## config.mk

```make
export PLATFORM = sky130hd
export DESIGN_NAME = imem_loader
export DESIGN_NICKNAME = d
export VERILOG_FILES = /design/src/rtl/imem_loader.sv
export SDC_FILE = /design/constraint.sdc
export NUM_CORES = 1
export LEC_CHECK = 0
export BUFFER_PORTS_ARGS = -buffer_cell sky130_fd_sc_hd__buf_2
export CAP_MARGIN = 25
export CORE_UTILIZATION = 42
export DETAILED_ROUTE_END_ITERATION = 10
export PLACE_DENSITY = 0.8
export SLEW_MARGIN = 10
export SYNTH_ARGS = -nofsm -noshare
export SYNTH_HDL_FRONTEND = slang
export SYNTH_SLANG_ARGS = --single-unit
```

## constraint.sdc

```tcl
create_clock -name clk_i -period 3.1 [get_ports clk_i]
set_input_delay 0.62 -clock clk_i [delete_from_list [all_inputs] [get_ports clk_i]]
set_output_delay 0.62 -clock clk_i [all_outputs]
set_load 0.03 [all_outputs]
```

## src/rtl/imem_loader.sv

```systemverilog
// Instruction-memory loader: clears the imem, then packs a byte stream into 32-bit words
// and writes them at word-aligned byte addresses until the halt word or a full memory.
module imem_loader #(
    parameter int unsigned            ADDR_WIDTH = 8,
    parameter int unsigned            DATA_WIDTH = 32,
    parameter bit                     BIG_ENDIAN = 1'b1,
    parameter logic [DATA_WIDTH-1:0]  HALT_WORD  = 32'hFFFF_FFFF
) (
    input  logic                  clk_i,
    input  logic                  reset_i,
    input  logic                  start_i,
    input  logic [7:0]            rx_data_i,
    input  logic                  rx_valid_i,
    output logic                  rx_ready_o,
    output logic                  wr_en_o,
    output logic [31:0]           wr_addr_o,
    output logic [DATA_WIDTH-1:0] wr_data_o,
    output logic                  loading_o,
    output logic                  done_o,
    output logic [ADDR_WIDTH:0]   word_count_o,
    output logic                  overflow_o
);

    localparam logic [ADDR_WIDTH:0] FULL = (ADDR_WIDTH+1)'(2**ADDR_WIDTH);

    typedef enum logic [2:0] {
        S_IDLE,
        S_CLEAR,
        S_RECV,
        S_WRITE,
        S_DONE
    } state_e;

    state_e                  state_q, state_d;
    logic [ADDR_WIDTH-1:0]   idx_q, idx_d;
    logic [1:0]              bcnt_q, bcnt_d;
    logic [DATA_WIDTH-1:0]   pack_q, pack_d;
    logic [ADDR_WIDTH:0]     wcnt_q, wcnt_d;
    logic                    ovf_q, ovf_d;

    always_ff @(posedge clk_i) begin
        if (reset_i) begin
            state_q <= S_IDLE;
            idx_q   <= '0;
            bcnt_q  <= '0;
            pack_q  <= '0;
            wcnt_q  <= '0;
            ovf_q   <= 1'b0;
        end else begin
            state_q <= state_d;
            idx_q   <= idx_d;
            bcnt_q  <= bcnt_d;
            pack_q  <= pack_d;
            wcnt_q  <= wcnt_d;
            ovf_q   <= ovf_d;
        end
    end

    always_comb begin
        state_d    = state_q;
        idx_d      = idx_q;
        bcnt_d     = bcnt_q;
        pack_d     = pack_q;
        wcnt_d     = wcnt_q;
        ovf_d      = ovf_q;
        rx_ready_o = 1'b0;
        wr_en_o    = 1'b0;
        loading_o  = 1'b0;
        done_o     = 1'b0;

        unique case (state_q)
            S_IDLE, S_DONE: begin
                done_o = (state_q == S_DONE);
                if (start_i) begin
                    state_d = S_CLEAR;
                    idx_d   = '0;
                    wcnt_d  = '0;
                    ovf_d   = 1'b0;
                end
            end
            S_CLEAR: begin
                loading_o = 1'b1;
                wr_en_o   = 1'b1;
                idx_d     = idx_q + 1'b1;
                if (idx_q == '1) begin
                    state_d = S_RECV;
                    idx_d   = '0;
                    bcnt_d  = '0;
                    wcnt_d  = '0;
                    ovf_d   = 1'b0;
                end
            end
            S_RECV: begin
                loading_o  = 1'b1;
                rx_ready_o = 1'b1;
                if (rx_valid_i) begin
                    if (BIG_ENDIAN)
                        pack_d = {pack_q[DATA_WIDTH-9:0], rx_data_i};
                    else
                        pack_d = {rx_data_i, pack_q[DATA_WIDTH-1:8]};
                    bcnt_d = bcnt_q + 1'b1;
                    if (bcnt_q == 2'd3)
                        state_d = S_WRITE;
                end
            end
            S_WRITE: begin
                loading_o = 1'b1;
                if (wcnt_q == FULL) begin
                    // Memory already full: drop the word and end the session.
                    ovf_d   = 1'b1;
                    state_d = S_DONE;
                end else begin
                    wr_en_o = 1'b1;
                    idx_d   = idx_q + 1'b1;
                    wcnt_d  = wcnt_q + 1'b1;
                    state_d = (pack_q == HALT_WORD) ? S_DONE : S_RECV;
                end
            end
            default: state_d = S_IDLE;
        endcase
    end

    assign wr_addr_o    = 32'({idx_q, 2'b00});
    assign wr_data_o    = (state_q == S_CLEAR) ? '0 : pack_q;
    assign word_count_o = wcnt_q;
    assign overflow_o   = ovf_q;

endmodule

```

Word level (Yosys, flattened, before mapping). Cells that the tools add are included.

Equality and inequality tests: 14. Mux-type cells: 28. Reduce and logical (&&, ||, !) cells: 11. Add/sub/neg operators: 3.

Operators with widths (number): == test 32 bit (second input constant) (1); 2-to-1 mux 32 bit (1); 2-to-1 mux 9 bit (3); one-hot mux 9 bit (3 select lines) (1); 2-to-1 mux 8 bit (3); one-hot mux 8 bit (3 select lines) (1); 2-to-1 mux 3 bit (6); inequality test 2 bit (second input constant) (6); one-hot mux 3 bit (4 select lines) (1); AND reduction 4 bit (3); adder 9 x 1 -> 9 bit (second input constant) (1); == test 9 bit (second input constant) (1); adder 8 x 1 -> 8 bit (second input constant) (1); == test 8 bit (second input constant) (1); 2-to-1 mux 1 bit (7); == test 3 x 2 -> 1 bit (second input constant) (2); AND reduction 3 bit (2); 2-to-1 mux 2 bit (2); one-hot mux 2 bit (2 select lines) (1); == test 3 x 1 -> 1 bit (second input constant) (1); == test 3 bit (second input constant) (1); zero test 3 bit (1); one-hot mux 1 bit (3 select lines) (1); nonzero test 3 bit (1); 7 further kinds (7).

Input bits: 12. Output and inout port bits: 78. Register bits after elaboration: 55.

Depth between registers and ports, before layout.
Word-level depth: 4. Gate-level depth with buffers: 8.

Worst setup path after synthesis. Ideal clock, no wire load.

Path type: reg-to-output. From: register wcnt_q[0] (netlist: word_count_o[0]). To: output port wr_en_o. Data required time: 2480 ps. Cell stages (with the launch flop): 6. Arrival: 1710 ps. Setup slack: 770 ps. Buffers on the path: 0. Cells stage by stage: dfxtp_1 -> inv_1 -> ha_1 -> nor4b_1 -> and2_1 -> a21oi_1.

Cells in the longest elaborated chain, start to end: 3.

RTL lines: from (decl) (RTL line 38) `logic [ADDR_WIDTH:0] wcnt_q, wcnt_d;`; from (signal assigned) (RTL line 54) `wcnt_q <= wcnt_d;`; == test 9 bit (RTL line 108) `if (wcnt_q == FULL) begin`; 2-to-1 mux 1 bit (RTL line 108); one-hot mux 1 bit (2 select lines) (RTL line 71) `unique case (state_q)`; to (decl) (RTL line 15) `output logic wr_en_o,`.

Every way passes these cells.

Worst setup path after layout.
From: register wcnt_q[1] (netlist: word_count_o[1]). To: output port wr_en_o.

The elaborated chain is that of the path after synthesis.

==> reports/qor.txt <==
status - completed
most frequent cells in the layout - 80 x nand2_1, 65 x buf_2, 55 x dfxtp_1
total gr overflow - 0
most used flip-flop cell after synthesis - dfxtp_1
DRT iter0 DRCs - 130
fin util - 49.6%
number of synthesized flops with an enable pin - 0
Logic pwr share - 14.8%
CP startpoint - word_count_o[1]
sw frac - 29.0%
register cell area after layout - 0.00110 mm²
worst min path class - flop to flop
Post-DP HPWL - 4220 µm
area of the multi-input gates - 0.00149 mm²
layout cells sized above 1 - 20.0%
WL/cell - 12.3 µm
Yosys cell types - 42
period utilization - 80.3%
effective utilization at floorplan - 43.5%
Critical Path RT - 2.48 ns
internal power - 1010 µW
Synth Register Bits - 55
Worst Clk Skew - 0.0101 ns
Antenna Cells - 0
Async SR Flop Fraction - 0%
Critical Path Sink Type - primary output
layout net count - 430
Post-Layout Cell Count - 492
Area growth syn-to-layout - 13.9%
DRT Wirelength - 6030 µm
Lkg Pwr - 0.00134 µW
initial antenna violation count - 0
CTS tree - built
final setup violation count - 0
Sw Pwr - 411 µW
Seq pwr share - 51.6%
Antenna Nets Post-Route - 0
critical path peak fanout - 5
FP Rows - 29
Yosys warning count - 0
Clock Pin Slew Worst Setup and Hold Paths - 0.10 ns
DIE WIDTH - 83.4 µm
dpl cells - 484
Die Span Y - 83.4 µm
slowest CP cell - nor4b_1
worst path cell trace - inv_1 -> ha_1 -> nor4b_1 -> and2_1 -> a21oi_1 -> buf_2
area of the core - 0.00639 mm²
Syn Inst Count - 357
RD Place Congestion - 0.836
pwr dens - 448 mW/mm²
First-pass DRT Iterations - 4
average instance area after synthesis - 7.79 µm²
synthesized cell area - 0.00278 mm²
Post-CTS Resized - 0
commonest non-fill, non-tap cell in the layout - nand2_1
r2r setup slk - 0.98 ns
RSZ-0062 raised after global routing - false
total CTS buffers - 5
sequential area share after synthesis - 39.6%
relative slew slack - 64.2%
Final Hold Fails - 0
vias in the first global route - 2167
Crit Reg-Reg Startpoint - idx_q[0]
first-pass GRT wire length - 10000 µm
Arr. time, crit path - 1.87 ns
Min Hold Slack - 0.477 ns
Port Buf Inserts - 65
Skew-Pair Late Insertion Delay - 0.31 ns
fillers - 615
clk sinks - 55
Setup Crit Path Kind - flop to primary output
setup_tns - 0 ns
CTS Root Cell - clkbuf_8
Peak Freq - 402 MHz
CP peak stage delay - 0.37 ns
HP Start - pack_q[27]
die area - 0.00695 mm²
Max Slew Vio Count - 0
via count - 2510
DRC errors left - 0
DR vias/cell - 5.10
clock power share - 33.7%
num ports - 90
Worst Setup Start Kind - flop
fin crit period - 2.49 ns
GRT Util Overall - 17.4%
postcts setup bufs - 0
largest net degree at the start of global routing - 46
# H-tree levels - 2
Worst Tran Pin Value - 0.529 ns
CTS max path bufs - 2
cts hold-fix bufs - 0
Power Total - 1420 µW
worst vdd ir - 257 µV
max_cap viols - 0
per-stage QoR:
| stage | cell area, µm² | worst slack (ns) |
|---|---|---|
| finish | 3170 | 0.612 |
| global route | 3170 | 0.448 |
| CTS | 3170 | 0.619 |
| detailed placement | 3060 | 0.965 |
| global placement | 3060 | 1.04 |
| floorplan | 2870 | 0.770 |
cell type report:
class                   instances  area share [%]
repair buffers                 69            11.2
clock buffers                   6            2.29
inverters                       3           0.356
well taps                      77            3.04
flip-flops and latches         55            34.8
multi-input cells             280            47.1
clock inverters                 2            1.22
sequential cells by signal, indices dropped and copies added, names as in the netlist:
register / count
bcnt_q: 2
overflow_o: 1
idx_q: 8
state_q: 3
pack_q: 32
word_count_o: 9
cell usage after synthesis, types with 4 or more instances:
cell type,count,area [µm²]
o211ai_1,5,37.5
buf_4,24,180
dfxtp_1,55,1100
clkbuf_1,11,41.3
nand2_1,80,300
and2_1,4,25.0
nand4_1,11,68.8
or3_1,6,37.5
o21ai_0,7,35.0
a21oi_1,49,245
nor2b_1,30,188
nand3_1,4,20.0
ha_1,4,50.1
xor2_1,4,35.0
nor2_1,16,60.1
buf_2,5,25.0
critical path: cells and delay by family (launching register included):
family,cells,cell delay [ns]
AOI/OAI and AO/OA,1,0.14
adders and majority gates,1,0.12
buffers and inverters,2,0.30
DFF,1,0.36
and+or+nand+nor,2,0.63
layer usage:
layer	global-route usage, %	part of all wire, %	vias up
met4	6.27	1.5	0
li1	-	-	1280
met3	3.08	4.1	8
met1	23.3	46	1161
met5	0	0	-
met2	27.9	49	61
power by group through the flow:
| stage | Sequential, µW | Combinational, µW | Clock [µW] |
|---|---|---|---|
| finish | 732 | 210 | 478 |
| global route | 734 | 229 | 521 |
| floorplan | 749 | 190 | 0 |
| global placement | 748 | 206 | 0 |
| detailed placement | 748 | 209 | 0 |
| CTS | 732 | 209 | 489 |
cells by family after synthesis:
group / share of synthesized area [%]
AOI/OAI and AO/OA: 15.9
adders and majority gates: 1.80
xor gates and xnor gates: 1.26
and+or+nand+nor: 31.2
buffers and inverters: 10.1
other: 0.135
DFF: 39.6
path summary, 6_finish.rpt:
kind,endpoint,cells after the start
setup / recovery,wr_en_o,6
hold / removal,pack_q[27],2
setup reg to reg,word_count_o[4],6
hold reg to reg,pack_q[27],2
Note: power is estimated with default switching activity, not from simulation.
